`config.mk`:
```
export PLATFORM = sky130hd
export DESIGN_NAME = serial_tx_flat
export DESIGN_NICKNAME = d
export VERILOG_FILES = /design/src/rtl/serial_tx_if.sv /design/src/rtl/serial_tx.sv /design/src/flat_wrapper.sv
export SDC_FILE = /design/constraint.sdc
export NUM_CORES = 1
export LEC_CHECK = 0
export ABC_AREA = 1
export CAP_MARGIN = 20
export CORE_ASPECT_RATIO = 1.2
export CORE_UTILIZATION = 40
export DETAILED_ROUTE_END_ITERATION = 8
export HOLD_SLACK_MARGIN = 0.15
export RECOVER_POWER = 50
export SLEW_MARGIN = 25
export SYNTH_ARGS = -nofsm -noshare
export SYNTH_HDL_FRONTEND = slang
export SYNTH_SLANG_ARGS = --single-unit
```
`constraint.sdc`:
```
create_clock -name i_clk -period 2.05 [get_ports i_clk]
set_input_delay 0.3075 -clock i_clk [delete_from_list [all_inputs] [get_ports i_clk]]
set_output_delay 0.3075 -clock i_clk [all_outputs]
set_load 0.01 [all_outputs]
```
`src/rtl/serial_tx_if.sv`:
```
// Strobe/byte handshake between the hex-word printer and the UART transmitter.
interface serial_tx_if;
    logic       i_wr;
    logic [7:0] i_data;
    logic       o_busy;

    modport master (output i_wr, output i_data, input  o_busy);
    modport slave  (input  i_wr, input  i_data, output o_busy);
endinterface

```
`src/rtl/serial_tx.sv`:
```
// Byte-wide UART transmitter, 8N1, LSB first; one byte latched per accepted write.
// Define SERIAL_TX_PARITY_EN to insert an even-parity bit between D7 and STOP.
module serial_tx #(
    parameter logic [23:0] CLOCKS_PER_BAUD = 24'd868
) (
    input  logic        i_clk,
    input  logic        i_reset,
    serial_tx_if.slave  bus,
    output logic        o_uart_tx
);
    typedef enum logic [2:0] {IDLE, START, DATA, PARITY, STOP} state_t;

    localparam logic [23:0] CNT_LOAD = CLOCKS_PER_BAUD - 24'd1;

    state_t      state, state_nx;
    logic [23:0] cnt, cnt_nx;
    logic [7:0]  sh, sh_nx;
    logic [2:0]  bit_idx, bit_nx;
    logic        tx;
    logic        baud_done;
`ifdef SERIAL_TX_PARITY_EN
    logic        par, par_nx;
`endif

    always_ff @(posedge i_clk) begin
        if (i_reset) begin
            state   <= IDLE;
            cnt     <= 24'd0;
            sh      <= 8'd0;
            bit_idx <= 3'd0;
`ifdef SERIAL_TX_PARITY_EN
            par     <= 1'b0;
`endif
        end else begin
            state   <= state_nx;
            cnt     <= cnt_nx;
            sh      <= sh_nx;
            bit_idx <= bit_nx;
`ifdef SERIAL_TX_PARITY_EN
            par     <= par_nx;
`endif
        end
    end

    assign baud_done = (cnt == 24'd0);

    always_comb begin
        state_nx = state;
        cnt_nx   = cnt;
        sh_nx    = sh;
        bit_nx   = bit_idx;
        tx       = 1'b1;
`ifdef SERIAL_TX_PARITY_EN
        par_nx   = par;
`endif
        // Every non-idle state shares one baud timer, reloaded on each bit boundary.
        if (state != IDLE)
            cnt_nx = baud_done ? CNT_LOAD : cnt - 24'd1;

        case (state)
            IDLE: begin
                if (bus.i_wr) begin
                    state_nx = START;
                    cnt_nx   = CNT_LOAD;
                    sh_nx    = bus.i_data;
                    bit_nx   = 3'd0;
`ifdef SERIAL_TX_PARITY_EN
                    par_nx   = ^bus.i_data;
`endif
                end
            end
            START: begin
                tx = 1'b0;
                if (baud_done) state_nx = DATA;
            end
            DATA: begin
                tx = sh[0];
                if (baud_done) begin
                    sh_nx  = {1'b0, sh[7:1]};
                    bit_nx = bit_idx + 3'd1;
                    if (bit_idx == 3'd7) begin
`ifdef SERIAL_TX_PARITY_EN
                        state_nx = PARITY;
`else
                        state_nx = STOP;
`endif
                    end
                end
            end
`ifdef SERIAL_TX_PARITY_EN
            PARITY: begin
                tx = par;
                if (baud_done) state_nx = STOP;
            end
`endif
            STOP: begin
                tx = 1'b1;
                if (baud_done) state_nx = IDLE;
            end
            default: state_nx = IDLE;
        endcase
    end

    assign o_uart_tx  = tx;
    assign bus.o_busy = (state != IDLE);
endmodule
```
`src/flat_wrapper.sv`:
```
// flat-port wrapper written by rule: the top's interface ports become plain ports
module serial_tx_flat 
#(
    parameter logic [23:0] CLOCKS_PER_BAUD = 24'd868
)
  (i_clk, i_reset, o_uart_tx, bus_i_wr, bus_i_data, bus_o_busy);
  serial_tx_if bus_i ();
  input  logic i_clk;
  input  logic i_reset;
  output logic o_uart_tx;
  input wire logic [$bits(bus_i.i_wr)-1:0] bus_i_wr;
  input wire logic [$bits(bus_i.i_data)-1:0] bus_i_data;
  output wire logic [$bits(bus_i.o_busy)-1:0] bus_o_busy;
  assign bus_i.i_wr = bus_i_wr;
  assign bus_i.i_data = bus_i_data;
  assign bus_o_busy = bus_i.o_busy;
  serial_tx #(.CLOCKS_PER_BAUD(CLOCKS_PER_BAUD)) u_core (.i_clk(i_clk), .i_reset(i_reset), .bus(bus_i), .o_uart_tx(o_uart_tx));
endmodule
```
After elaboration in Yosys (flattened, before gate mapping):

Index checks and enable logic that the tools add are counted.

* memories kept: 0
* input bits: 11
* bits in registers: 38
* latch bits: 0
* ROM bits: 0
* bits in writable memories: 0
* output and inout port bits: 2

* $mul: 0
* divide/modulo/power cells: 0
* shift-type cells: 0
* bitwise gates (word level): 0
* $lt $le $gt $ge: 0
* reductions and logical operators: 6
* equal/unequal tests: 9
* $add $sub $neg: 2
* mux-type cells: 17

Operators with widths (count)
* $mux 24: 4
* $logic_not 24->1: 1
* $sub 24x1->24 const B: 1
* $mux 3: 7
* $mux 8: 2
* $pmux 8 s2: 1
* $pmux 3 s4: 1
* $ne 2x1->1 const B: 4
* $eq 3x3->1 const B: 2
* $pmux 3 s2: 1
* $reduce_and 5->1: 1
* $add 3x1->3 const B: 1
* $eq 3x1->1 const B: 1
* $eq 3x2->1 const B: 1
* $logic_not 3->1: 1
* $reduce_and 3->1: 1
* $reduce_bool 3->1: 1
* $ne 2x2->1 const B: 1
* $pmux 1 s2: 1
* $reduce_bool 2->1: 1

Logic depth before layout (Yosys ltp):

* word-level depth: 5
* mapped depth: 12
* mapped depth without buffers: 12

Worst setup path before layout:

Ideal clock, no wire load.

* path kind: register to register
* start point: register u_core.cnt[0]
* end point: register u_core.bit_idx[0]
* stages on the path, launching flop included: 13
* arrival time: 1436 ps
* path buffers: 1
* period minus slack after synthesis: 1548 ps
* setup slack: 502 ps
* library setup time: 112 ps
* cells stage by stage: dfxtp_1 -> inv_1 -> ha_1 -> inv_1 -> nor2_1 -> nand2_1 -> nor2_1 -> nand3_2 -> nand2_2 -> nand3_4 -> buf_6 -> o21ai_2 -> inv_1

* cells in the longest elaborated chain, start to end: 3

RTL lines
* start: declaration: line serial_tx.sv:16 `logic [23:0] cnt, cnt_nx;`
* start signal: assignment: line serial_tx.sv:36 `cnt <= cnt_nx;`
* $logic_not 24->1: line serial_tx.sv:45 `assign baud_done = (cnt == 24'd0);`
* $ne 2x1->1 (no source line)
* $reduce_and 3->1 (no source line)
* end signal: assignment: line serial_tx.sv:38 `bit_idx <= bit_nx;`
* end: declaration: line serial_tx.sv:18 `logic [2:0] bit_idx, bit_nx;`

Every way passes these cells.
A chain may end at the register's enable or synchronous reset.

Worst setup path after layout:

* start point: register u_core.state[0]
* end point: output o_uart_tx

* cells in the longest elaborated chain, start to end: 2
* elaborated cells on any way between the ends: 3

RTL lines
* start: declaration: line serial_tx.sv:15 `state_t state, state_nx;`
* start signal: assignment: line serial_tx.sv:35 `state <= state_nx;`
* $eq 3x2->1 / $eq 3x1->1 (equally long branches): line serial_tx.sv:60 `case (state)`
* $pmux 1 s2 (*): line serial_tx.sv:60
* end: declaration: line flat_wrapper.sv:10 `output logic o_uart_tx;`

Mark *: on every way between the ends. The rest lies on a longest branch, timed or not.

==> summary.md <==
| Metric | Value |
|---|---|
| Sink Count | `38` |
| Endpoints failing setup | `0` |
| Synth Net Count | `between 300 and 400` |
| Largest net degree at the start of global routing | `24` |
| EDFF count, synth | `0` |
| CP required | `approximately 1.7 ns` |
| Syn Area/Cell | `around 6.5 um2` |
| Reg area | `approximately 760 um2` |
| Initial drt markers | `75` |
| Unrepaired setup endpoints after global routing | `false` |
| Hold Path Class | `reg -> reg` |
| PortBufs | `12` |
| ANT nets after route | `0` |
| Layout Nets | `around 370` |
| Cell count after synthesis | `~340` |
| Die width | `around 70 um` |
| Fin area | `between 2000 and 2500 um2` |
| Router iterations before antenna repair | `4` |
| Core area | `5298 um2` |
| Clock slew at reported path FFs | `0.07 ns` |
| Slew headroom | `between 70% and 80%` |
| DRT Wirelength | `about 5000 um` |
| Final Hold Vio Count | `0` |
| Slowest cell on the critical path | `clkdlybuf4s50_1` |
| Post-DP HPWL | `between 3000 and 4000 um` |
| Register area share after synthesis | `between 30% and 40%` |
| Worst-path maximum fanout | `4` |
| DR DRC count | `0` |
| Setup CP Type | `reg -> out` |
| Clock Path Buffers | `2` |
| GPL Wtd Cong | `approximately 0.83` |
| Achievable clock frequency | `0.5291 GHz` |
| Tot GR Track Use | `between 10% and 20%` |
| Worst EP arrival | `1.58 ns` |
| Distinct cell type count after synthesis | `30` |
| Initial antenna violation count | `0` |
| I/O pin cnt | `13` |
| Crit path time final | `about 1.9 ns` |
| Die Ht | `~83 um` |
| Lkg Pwr | `roughly 1.1 nW` |
| Global Route met2 Usage | `between 30% and 40%` |
| Cell Pwr Density | `a little over 900 nW/um2` |
| Cell Chain, Critical Path | `nor2_4 -> nand2_1 -> inv_1 -> a21oi_1 -> clkdlybuf4s50_1` |
| Met3 Track Usage GR | `3.762%` |
| Postcts setup bufs | `0` |
| Global route hottest layer | `met2` |
| Vias/cell | `~5` |
| Leading area contributor after synthesis | `dfxtp_1` |
| Main flop type after synthesis | `dfxtp_1` |
| Crit end category | `primary output` |
| First-pass GRT wire length | `around 8900 um` |
| # rows | `29` |
| Clock latency on the worst-skew pair | `0.28 ns` |
| Layout cells sized above 1 | `approximately 8%` |
| Final TNS setup | `0 ns` |
| Max incr delay on CP | `~0.56 ns` |
| CP Launch Type | `flip-flop` |
| Root Buffer | `clkbuf_8` |
| Most common cell after layout, fill and taps aside | `nand2_1` |
| Post-DP Area | `around 2400 um2` |
| Inserted Clock Buffers | `5` |
| CTS Hold Bufs | `0` |
| Die area | `~5800 um2` |
| P&R area growth vs syn | `11.66%` |
| Grt ovf | `0` |
| Fill count | `approximately 570` |
| Async set-reset flop share out of synthesis | `0%` |
| Status | `finished, final reports clean` |
| Multi-input gate area | `between 1000 and 1500 um2` |
| Clock tree from TritonCTS | `built` |
| Ant diodes | `0` |
| Number of global-route vias before repair | `~2000` |
| H-tree depth | `2` |
| Worst-Margin Slew | `roughly 0.44 ns` |
| GR Util met1 | `between 20% and 30%` |
| Mean routed wirelength per cell | `around 12 um` |
| Final period util | `92.19%` |
| Most frequent cells in the layout | `85 x nand2_1, 57 x nor2_1, 37 x dfxtp_1` |
| Largest cells by area after synthesis | `dfxtp_1 35%, nand2_1 14%, nor2_1 9.6%` |
| Starting Density | `about two fifths` |
| Peak supply drop | `approximately 0.36 mV` |
| Post-synth top area share | `between 30% and 40%` |
| Fin. max-slew vios | `0` |
| Synth Cell Area | `2190 um2` |
| Via Count | `between 2000 and 2500` |
| Number of synthesized register bits | `38` |
| Yosys warns | `0` |
| Max_cap viols | `0` |
| Final Skew | `just under 0.005 ns` |
synthesized netlist by cell type, types with 5 or more instances:
master    instances
a21oi_1          24
clkbuf_1          5
dfxtp_1          38
inv_1            36
nand2_1          83
nand3_1          27
nand4_1           7
nor2_1           56
nor2_2            6
o21ai_0          11
xor2_1           10
path summary, 6_finish.rpt:
path | slack (ns) | endpoint | startpoint | depth (start not counted)
worst max-delay path | 0.16 | o_uart_tx | u_core.state[0] | 5
worst min-delay path | 0.47 | u_core.bit_idx[1] | u_core.bit_idx[1] | 2
worst max register to register | 0.20 | u_core.cnt[14] | u_core.cnt[15] | 8
worst min register to register | 0.47 | u_core.bit_idx[1] | u_core.bit_idx[1] | 2
power breakdown:
part | leakage (nW) | switching [W] | internal, W
Clock | 0.0383 | 0.000253 | 0.000234
Sequential | 0.311 | 0.0000631 | 0.000826
Combinational | 0.770 | 0.000570 | 0.000290
area by class of cell:
| class | instances | area share [%] |
|---|---|---|
| sequential | 38 | 31.17 |
| clock buffer | 7 | 3.122 |
| timing repair buffer | 18 | 6.755 |
| inverter | 37 | 5.681 |
| tap | 62 | 3.173 |
| multi-input combinational | 251 | 50.10 |
stage by stage:
step                      hold WS, ns  power (W)  worst slack, ns  utilization, %  instances
final                          0.4667   0.002237           0.1601           46.15        413
after detailed placement       0.4560   0.001773           0.2438           44.83        406
after CTS                      0.4681   0.002262           0.1185           46.27        413
after global placement         0.4567   0.001768           0.2565           44.83        406
after global routing           0.4864   0.002424          0.03760           46.15        413
after floorplan                0.4438   0.001562           0.5019               -        335
worst max-delay path: cells and delay by family, from the launching register on:
| family | cells | cell delay (ns) |
|---|---|---|
| simple gates | 2 | 0.15 |
| buf+inv | 2 | 0.61 |
| flops | 1 | 0.41 |
| compound gates | 1 | 0.12 |
cells by family after synthesis:
logic type | Yosys count | synth area share, %
AND/OR/NAND/NOR | 193 | 38.74
flip-flops | 38 | 34.74
adder cells (fa/ha/maj) | 4 | 2.286
XOR/XNOR | 12 | 4.800
AO/OA/AOI/OAI | 42 | 10.46
buffers and inverters | 46 | 8.971
what timing repair did:
item / in CTS / in global routing
resized for setup: 0 / 1
endpoints found under the setup margin: 0 / 1
hold endpoints to repair: 0 / 0
metal layers:
metal	share of wire, %	vias up
met5	0	-
met4	0.93	0
met3	2.2	4
met2	50	21
met1	47	916
li1	-	1092
sequential cells by signal, summed over array words and instances (netlist names):
signal and count:
u_core.state 3, u_core.bit_idx 3, u_core.sh 8, u_core.cnt 24
(Power assumes the default switching activity.)
